### src/rtl/loop_count_scheduler.sv
// Shares one bounded up-counter (0..limit, then stop) between two requesters.
// A round-robin arbiter picks the owner, and the owner receives a one-cycle done pulse when its count completes.
module loop_count_scheduler #(
  parameter int N = 3
) (
  input  logic       clk,
  input  logic       reset,
  input  logic       req0,
  input  logic [N:0] limit0,
  input  logic       req1,
  input  logic [N:0] limit1,
  output logic       grant0,
  output logic       grant1,
  output logic       done0,
  output logic       done1,
  output logic [N:0] count,
  output logic       busy
);

  typedef enum logic [1:0] {IDLE, COUNT, DONE} state_t;

  state_t     state, state_nxt;
  logic       owner, owner_nxt;
  logic       rr_last, rr_last_nxt;
  logic [N:0] limit_reg, limit_nxt;
  logic [N:0] count_nxt;
  logic       grant0_nxt, grant1_nxt, done0_nxt, done1_nxt, busy_nxt;
  logic       owner_req, winner;

  always_comb begin
    // NOTE: every signal assigned here gets a default first, so no path infers a latch.
    state_nxt   = state;
    owner_nxt   = owner;
    rr_last_nxt = rr_last;
    limit_nxt   = limit_reg;
    count_nxt   = count;
    grant0_nxt  = grant0;
    grant1_nxt  = grant1;
    done0_nxt   = 1'b0;
    done1_nxt   = 1'b0;
    busy_nxt    = busy;
    owner_req   = owner ? req1 : req0;
    // When both requesters are high, the one that did not win last time gets the counter.
    winner      = (req0 && req1) ? ~rr_last : req1;

    unique case (state)
      IDLE: begin
        if (req0 || req1) begin
          state_nxt   = COUNT;
          owner_nxt   = winner;
          rr_last_nxt = winner;
          limit_nxt   = winner ? limit1 : limit0;
          count_nxt   = '0;
          grant0_nxt  = ~winner;
          grant1_nxt  = winner;
          busy_nxt    = 1'b1;
        end
      end
      COUNT: begin
        if (!owner_req) begin
          // An abort returns to IDLE without a done pulse. The arbitration history is kept.
          state_nxt  = IDLE;
          count_nxt  = '0;
          grant0_nxt = 1'b0;
          grant1_nxt = 1'b0;
          busy_nxt   = 1'b0;
        end else if (count == limit_reg) begin
          state_nxt = DONE;
          done0_nxt = ~owner;
          done1_nxt = owner;
        end else begin
          count_nxt = count + (N+1)'(1);
        end
      end
      DONE: begin
        state_nxt  = IDLE;
        count_nxt  = '0;
        grant0_nxt = 1'b0;
        grant1_nxt = 1'b0;
        busy_nxt   = 1'b0;
      end
      default: begin
        state_nxt  = IDLE;
        count_nxt  = '0;
        grant0_nxt = 1'b0;
        grant1_nxt = 1'b0;
        busy_nxt   = 1'b0;
      end
    endcase
  end

  // NOTE: sequential state uses non-blocking assignments only, so every register samples pre-edge values.
  always_ff @(posedge clk) begin
    if (reset) begin
      state     <= IDLE;
      owner     <= 1'b0;
      rr_last   <= 1'b1;
      limit_reg <= '0;
      count     <= '0;
      grant0    <= 1'b0;
      grant1    <= 1'b0;
      done0     <= 1'b0;
      done1     <= 1'b0;
      busy      <= 1'b0;
    end else begin
      state     <= state_nxt;
      owner     <= owner_nxt;
      rr_last   <= rr_last_nxt;
      limit_reg <= limit_nxt;
      count     <= count_nxt;
      grant0    <= grant0_nxt;
      grant1    <= grant1_nxt;
      done0     <= done0_nxt;
      done1     <= done1_nxt;
      busy      <= busy_nxt;
    end
  end

endmodule

### config.mk
export PLATFORM = sky130hd
export DESIGN_NAME = loop_count_scheduler
export DESIGN_NICKNAME = d
export VERILOG_FILES = /design/src/rtl/loop_count_scheduler.sv
export SDC_FILE = /design/constraint.sdc
export NUM_CORES = 1
export LEC_CHECK = 0
export BUFFER_PORTS_ARGS = -buffer_cell sky130_fd_sc_hd__buf_2
export CORE_MARGIN = 2
export CORE_UTILIZATION = 52
export CTS_BUF_LIST = sky130_fd_sc_hd__clkbuf_8
export DETAILED_ROUTE_END_ITERATION = 12
export MAX_ROUTING_LAYER = met4
export PLACE_DENSITY = 0.8
export SLEW_MARGIN = 20
export SYNTH_ARGS = -nofsm -noshare
export SYNTH_HDL_FRONTEND = slang
export SYNTH_SLANG_ARGS = --single-unit
### constraint.sdc
create_clock -name clk -period 1.9 [get_ports clk]
set_input_delay 0.285 -clock clk [delete_from_list [all_inputs] [get_ports clk]]
set_output_delay 0.285 -clock clk [all_outputs]
set_load 0.01 [all_outputs]
==> results of run 1 <==
## logic make-up (layout without fill, tap and decap cells)
logic type,after synthesis,after routing,synth area share
buffers and inverters,4,26,0.02880
multiplexers,6,6,0.08480
flip-flops,17,17,0.4352
AND/OR/NAND/NOR,27,27,0.1888
AO/OA/AOI/OAI,21,21,0.2016
adder cells (fa/ha/maj),1,1,0.01600
XOR/XNOR,4,4,0.04480
## cell type report
type	count	share of cell area
well taps	15	0.02008
clock inverters	1	0.008032
inverters	2	0.008032
clock buffers	3	0.04418
multi-input cells	59	0.4485
repair buffers	20	0.1071
flip-flops and latches	17	0.3641
## layer usage
| metal | global-route usage | vias to the layer above |
|---|---|---|
| met5 | - | - |
| met4 | 0.1125 | 0 |
| met3 | 0.03830 | 4 |
| met2 | 0.2848 | 26 |
| met1 | 0.2193 | 293 |
| li1 | - | 341 |
## through the flow
stage	instance area (sq um)	std cells	utilization	power (W)	setup slack, ns
2_1_floorplan	782.0	80	-	0.0005264	0.5390
3_3_place_gp	885.9	113	0.6562	0.0005624	0.4899
3_5_place_dp	885.9	113	0.6562	0.0005668	0.4250
4_1_cts	934.6	117	0.6923	0.0008446	0.4029
5_1_grt	934.6	117	0.6923	0.0008745	0.3076
6_report	934.6	117	0.6923	0.0008350	0.3785
## final timing paths
check | start | endpoint | depth (start not counted)
hold / removal | reset | owner | 2
setup / recovery | state[0] | count[0] | 4
setup reg to reg | state[0] | count[0] | 4
hold reg to reg | grant0 | grant0 | 1
## cell usage after synthesis, types with 2 or more instances
master / number
mux2i_1: 4
inv_1: 2
nand2b_1: 2
a21oi_1: 2
a211oi_1: 4
nor3_1: 5
xnor2_1: 4
a211o_1: 2
o211ai_1: 2
nand3_1: 3
nor2_1: 9
dfxtp_1: 17
a21o_1: 2
o21ai_0: 2
## worst max-delay path, stage by stage, from the launching register on
cell and delay (ns):
dfxtp_1 0.37, nor4_1 0.57, nand2b_1 0.18, o21ai_0 0.14
mux2_2 0.20
## power groups by stage
stage                     logic (W)  clock network [W]  registers [W]
after detailed placement   0.000149                  0       0.000418
after floorplan            0.000109                  0       0.000418
final                      0.000148           0.000276       0.000410
after global placement     0.000146                  0       0.000416
after global routing       0.000168           0.000293       0.000414
after CTS                  0.000150           0.000285       0.000410
==> results.yml, run 1 <==
detailed_routing:
  routed_wl_mm: 1.422
  drc: 0
  dr.pass1.iters: 4
  route.met2.wl_um: 631
  post_drt_wl_per_cell_um: 12.15
  top_layer: "met4"
  drt_iter0_markers: 22
  vias: 664
  antenna_left: 0
  met3_length_um: 85
  vias_per_cell: 5.675
  drt-met1-wl_um: 670
floorplan:
  dieArea_sq_um: 1830
  initial_utilization: 0.5792
  die_w_um: 42.78
  core_area_sq_um: 1350
  io_pins: 21
  num_rows: 13
  die_h_um: 42.78
setup_path:
  cp-end-kind: "flip-flop"
  rrSetupSlack_ns: 0.38
  critical_path_arrival_ns: 1.72
  critPathKind: "flip-flop to flip-flop"
  critPathMaxFanout: 7
  required_ns: 2.10
  critPathLaunchType: "flip-flop"
placed_design:
  dp_hpwl_mm: 1.051
  port_buffers: 20
  place.gp.congestion: 0.8064
hold_path:
  holdCritPathClass: "primary input to flip-flop"
finish:
  antenna_cells: 0
  multiInputGateArea_sq_um: 419.2
  fillers: 110
  drive_gt1_frac: 0.3137
  final_nets: 116
  area_growth_syn_to_layout_pct: 19.52
  ff_latch_area_sq_um: 340.3
  most-common-layout-cells: "buf_2, dfxtp_1, nor2_1, nor3_1"
  final_common_cell: "buf_2"
timing:
  slew_headroom: 0.6062
  post-route-period-util: 0.8008
  min_period_ns: 1.522
  clock_skew_ns: 0.005771
  rsz0062_at_grt: "false"
  setup_violations: 0
  worst_slew_pin_slew_ns: 0.5853
  max_freq_mhz: 657.2
  whs_ns: 0.3423
  final_hold_viol_count: 0
  fin_tns_setup_ns: 0
  slew_viol_final: 0
logic_synthesis:
  syn-num-nets: 93
  synth_cells: 80
  synth_warnings: 0
  synth.cell_area_sq_um: 782.0
  synth_area_leaders: "dfxtp_1, mux2i_1, xnor2_1, nor2_1, a211oi_1"
  synth_area_per_cell_sq_um: 9.775
  async_flop_share: 0
  synth.top_cell.area_share: 0.4352
  synth_edf_count: 0
  synth_seq_cells: 17
  yosys.cell_types.count: 34
  yosysSeqAreaShare: 0.4352
  synth_top_area_cell: "dfxtp_1"
  ys.flop_type: "dfxtp_1"
cts:
  cts_buffers: 3
  cts.sinks: 17
  cts_buffer_depth: 2
  clock_latency_ns: 0.25
  ctsHoldBuffers: 0
  cts_setup_buffers: 0
  cts.reportedPaths.clkPinSlew_ns: 0.07
  cts_root_buf: "clkbuf_8"
  cts_resized: 0
  cts_tree: "done"
  cts_max_level: 1
power_and_ir_drop:
  p_leak_nw: 0.4017
  combPwrFrac: 0.178
  powerDensity_nw_per_um2: 893.4
  p_int_w: 0.0006019
  peakVddDrop_v: 0.0005594
  power.switching_w: 0.0002331
  power_frac_clock: 0.331
  pwr-share-seq: 0.491
  sw_frac_of_total: 0.2792
global_route:
  grt_pass1_vias: 603
  gr-usage-all-layers: 0.1850
  antenna_found_initial: 0
  grt_max_degree: 13
  grt_pass1_wl_mm: 2.504
  grt-ovfl-total: 0
outcome:
  outcome: "completed"
run:
  drv_cap: 0
No activity file was read; power rests on OpenSTA's default activity.
==> run 2, diff against run 1 <==
--- a/config.mk
+++ b/config.mk
@@ -7,11 +7,11 @@
 export LEC_CHECK = 0
 export BUFFER_PORTS_ARGS = -buffer_cell sky130_fd_sc_hd__buf_2
 export CORE_MARGIN = 2
-export CORE_UTILIZATION = 52
+export CORE_UTILIZATION = 47
 export CTS_BUF_LIST = sky130_fd_sc_hd__clkbuf_8
 export DETAILED_ROUTE_END_ITERATION = 12
 export MAX_ROUTING_LAYER = met4
-export PLACE_DENSITY = 0.8
+export PLACE_DENSITY = 0.76
 export SLEW_MARGIN = 20
 export SYNTH_ARGS = -nofsm -noshare
 export SYNTH_HDL_FRONTEND = slang
==> constraint.sdc (replaced) <==
create_clock -name clk -period 1.3 [get_ports clk]
set_input_delay 0.195 -clock clk [delete_from_list [all_inputs] [get_ports clk]]
set_output_delay 0.195 -clock clk [all_outputs]
set_load 0.01 [all_outputs]
==> run 2 against run 1 <==
Net effect: the flow now finishes with violations (negative setup slack); sequential power is 46% higher; routed wire length grew 22%; combinational power increased by 110%; die area rose by 9.6%; register-to-register slack got worse by 0.43 ns; power up 54%; count of clock-buffer cells in the layout unchanged; non-clock buffer count rose by 16; cell area is 16% higher; largest cell class unchanged; highest routed layer unchanged.
==> results.yml, run 2 (synthesis results as in run 1) <==
global_route:
  grt_pass1_wl_mm: 2.856
  gr-usage-all-layers: 0.2026
  antenna_found_initial: 0
  grt-ovfl-total: 0
  grt_pass1_vias: 678
  grt_max_degree: 12
placed_design:
  port_buffers: 20
  place.gp.congestion: 0.8049
  dp_hpwl_mm: 1.314
timing:
  rsz0062_at_grt: "true"
  worst_slew_pin_slew_ns: 0.3681
  final_hold_viol_count: 0
  setup_violations: 2
  slew_headroom: 0.7527
  post-route-period-util: 1.039
  post-route-worst-setup-slack_ns: -0.05009
  clock_skew_ns: 0.0006100
  max_freq_mhz: 740.7
  fin_tns_setup_ns: -0.09715
  min_period_ns: 1.350
  slew_viol_final: 0
setup_path:
  reg2reg_to: "count[0]"
  required_ns: 1.44
  critical-path-max-stage-delay_ns: 0.34
  rrSetupSlack_ns: -0.05
  cp_top_family: "multiplexers"
  crit_path_cell_trace: "mux2_4 > and3_4 > and2_4 > mux2_2"
  r2r_cells: 4
  critPathLaunchType: "flip-flop"
  slowest_stage: "dfxtp_2"
  critPathKind: "flip-flop to flip-flop"
  r2r-start: "owner"
  critPathMaxFanout: 4
  critPathCapture: "count[0]"
  critical_path_arrival_ns: 1.49
  crit_cells: 4
  path_buf_inv: 0
  cp-end-kind: "flip-flop"
  startpoint: "owner"
floorplan:
  dieArea_sq_um: 2006
  initial_utilization: 0.5073
  die_w_um: 44.79
  num_rows: 14
  core_area_sq_um: 1541
  die_h_um: 44.79
  io_pins: 21
finish:
  antenna_cells: 0
  area_growth_syn_to_layout_pct: 38.24
  final_nets: 132
  final_common_cell: "buf_2"
  fillers: 127
  most-common-layout-cells: "buf_2, buf_4, dfxtp_1, nor2_1, nor3_1"
  drive_gt1_frac: 0.4746
  final_util: 0.7013
detailed_routing:
  vias: 742
  antenna_left: 0
  dr.pass1.iters: 3
  drc: 0
  vias_per_cell: 5.537
  post_drt_wl_per_cell_um: 12.98
  drt_iter0_markers: 10
  routed_wl_mm: 1.739
cts:
  cts_tree: "done"
  cts.reportedPaths.clkPinSlew_ns: 0.06
  cts_buffers: 3
  cts_max_level: 1
  cts_buffer_depth: 2
  cts.sinks: 17
  clock_latency_ns: 0.25
  cts_root_buf: "clkbuf_8"
hold_path:
  holdCritPathClass: "primary input to flip-flop"
run:
  drv_cap: 0
power_and_ir_drop:
  p_leak_nw: 0.4908
  powerDensity_nw_per_um2: 1190
  peakVddDrop_v: 0.001183
outcome:
  outcome: "complete, but fails checks"
  violations: "negative setup slack"
-- run 2: cell count changes in the layout (fill, tap and decap cells not counted), moves of 3 or more --
cell	previous run	this run
dfxtp_1	17	14
dfxtp_2	0	3
nor2_1	9	6
nor2_2	0	3
buf_4	0	15
-- run 2: power by group --
part           total, W  leakage [nW]  internal [W]  switching [W]
Clock          0.000377        0.0269      0.000209       0.000168
Sequential     0.000600         0.141      0.000566      0.0000342
Combinational  0.000309         0.323      0.000162       0.000147
Total           0.00129         0.491      0.000937       0.000349
-- run 2: how the worst min path moves through the flow --
stage                     startpoint            to  slack, ns  cells after the start
after floorplan            limit0[0]  limit_reg[0]       0.43                      2
after global placement          busy          busy       0.43                      1
after detailed placement      grant0        grant0       0.44                      1
after CTS                  limit0[3]  limit_reg[3]       0.29                      3
after global routing       limit0[3]  limit_reg[3]       0.31                      3
final                      limit0[3]  limit_reg[3]       0.29                      3
-- run 2: final cells by class --
cell class              instances  area [sq um]  area share
flip-flops and latches         17         344.1      0.3183
clock inverters                 1         3.754    0.003472
well taps                      16         20.02     0.01852
multi-input cells              59         440.4      0.4074
inverters                       2         7.507    0.006944
repair buffers                 36         224.0      0.2072
clock buffers                   3         41.29     0.03819
-- run 2: per-layer routing --
metal	up-vias	global-route usage	share of wire
met5	-	-	0
met4	0	0.05294	0.016
met3	2	0.07600	0.052
met2	21	0.3275	0.52
met1	342	0.2375	0.41
li1	377	-	-
-- run 2: what timing repair did --
item,CTS,global route
hold buffers,0,0
setup buffers,0,1
pin swaps,0,3
resized for setup,0,11
setup endpoints to repair,2,14
-- run 2: per-stage QoR --
step                hold slack (ns)  power (W)  setup WS [ns]  instances  area (sq um)
floorplan                    0.4287  0.0007699       -0.02926         80         783.3
global placement             0.4324  0.0008750       -0.01471        129          1001
detailed placement           0.4365  0.0008856       -0.03624        129          1001
CTS                          0.2881   0.001265       -0.04513        133          1046
global route                 0.3133   0.001359       -0.09355        134          1081
finish                       0.2928   0.001286       -0.05009        134          1081
-- run 2: worst reg2reg max path: cells and delay by family (launching register included) --
kind          cells  cell delay, ns
flops             1            0.34
mux               2            0.57
simple gates      2            0.34
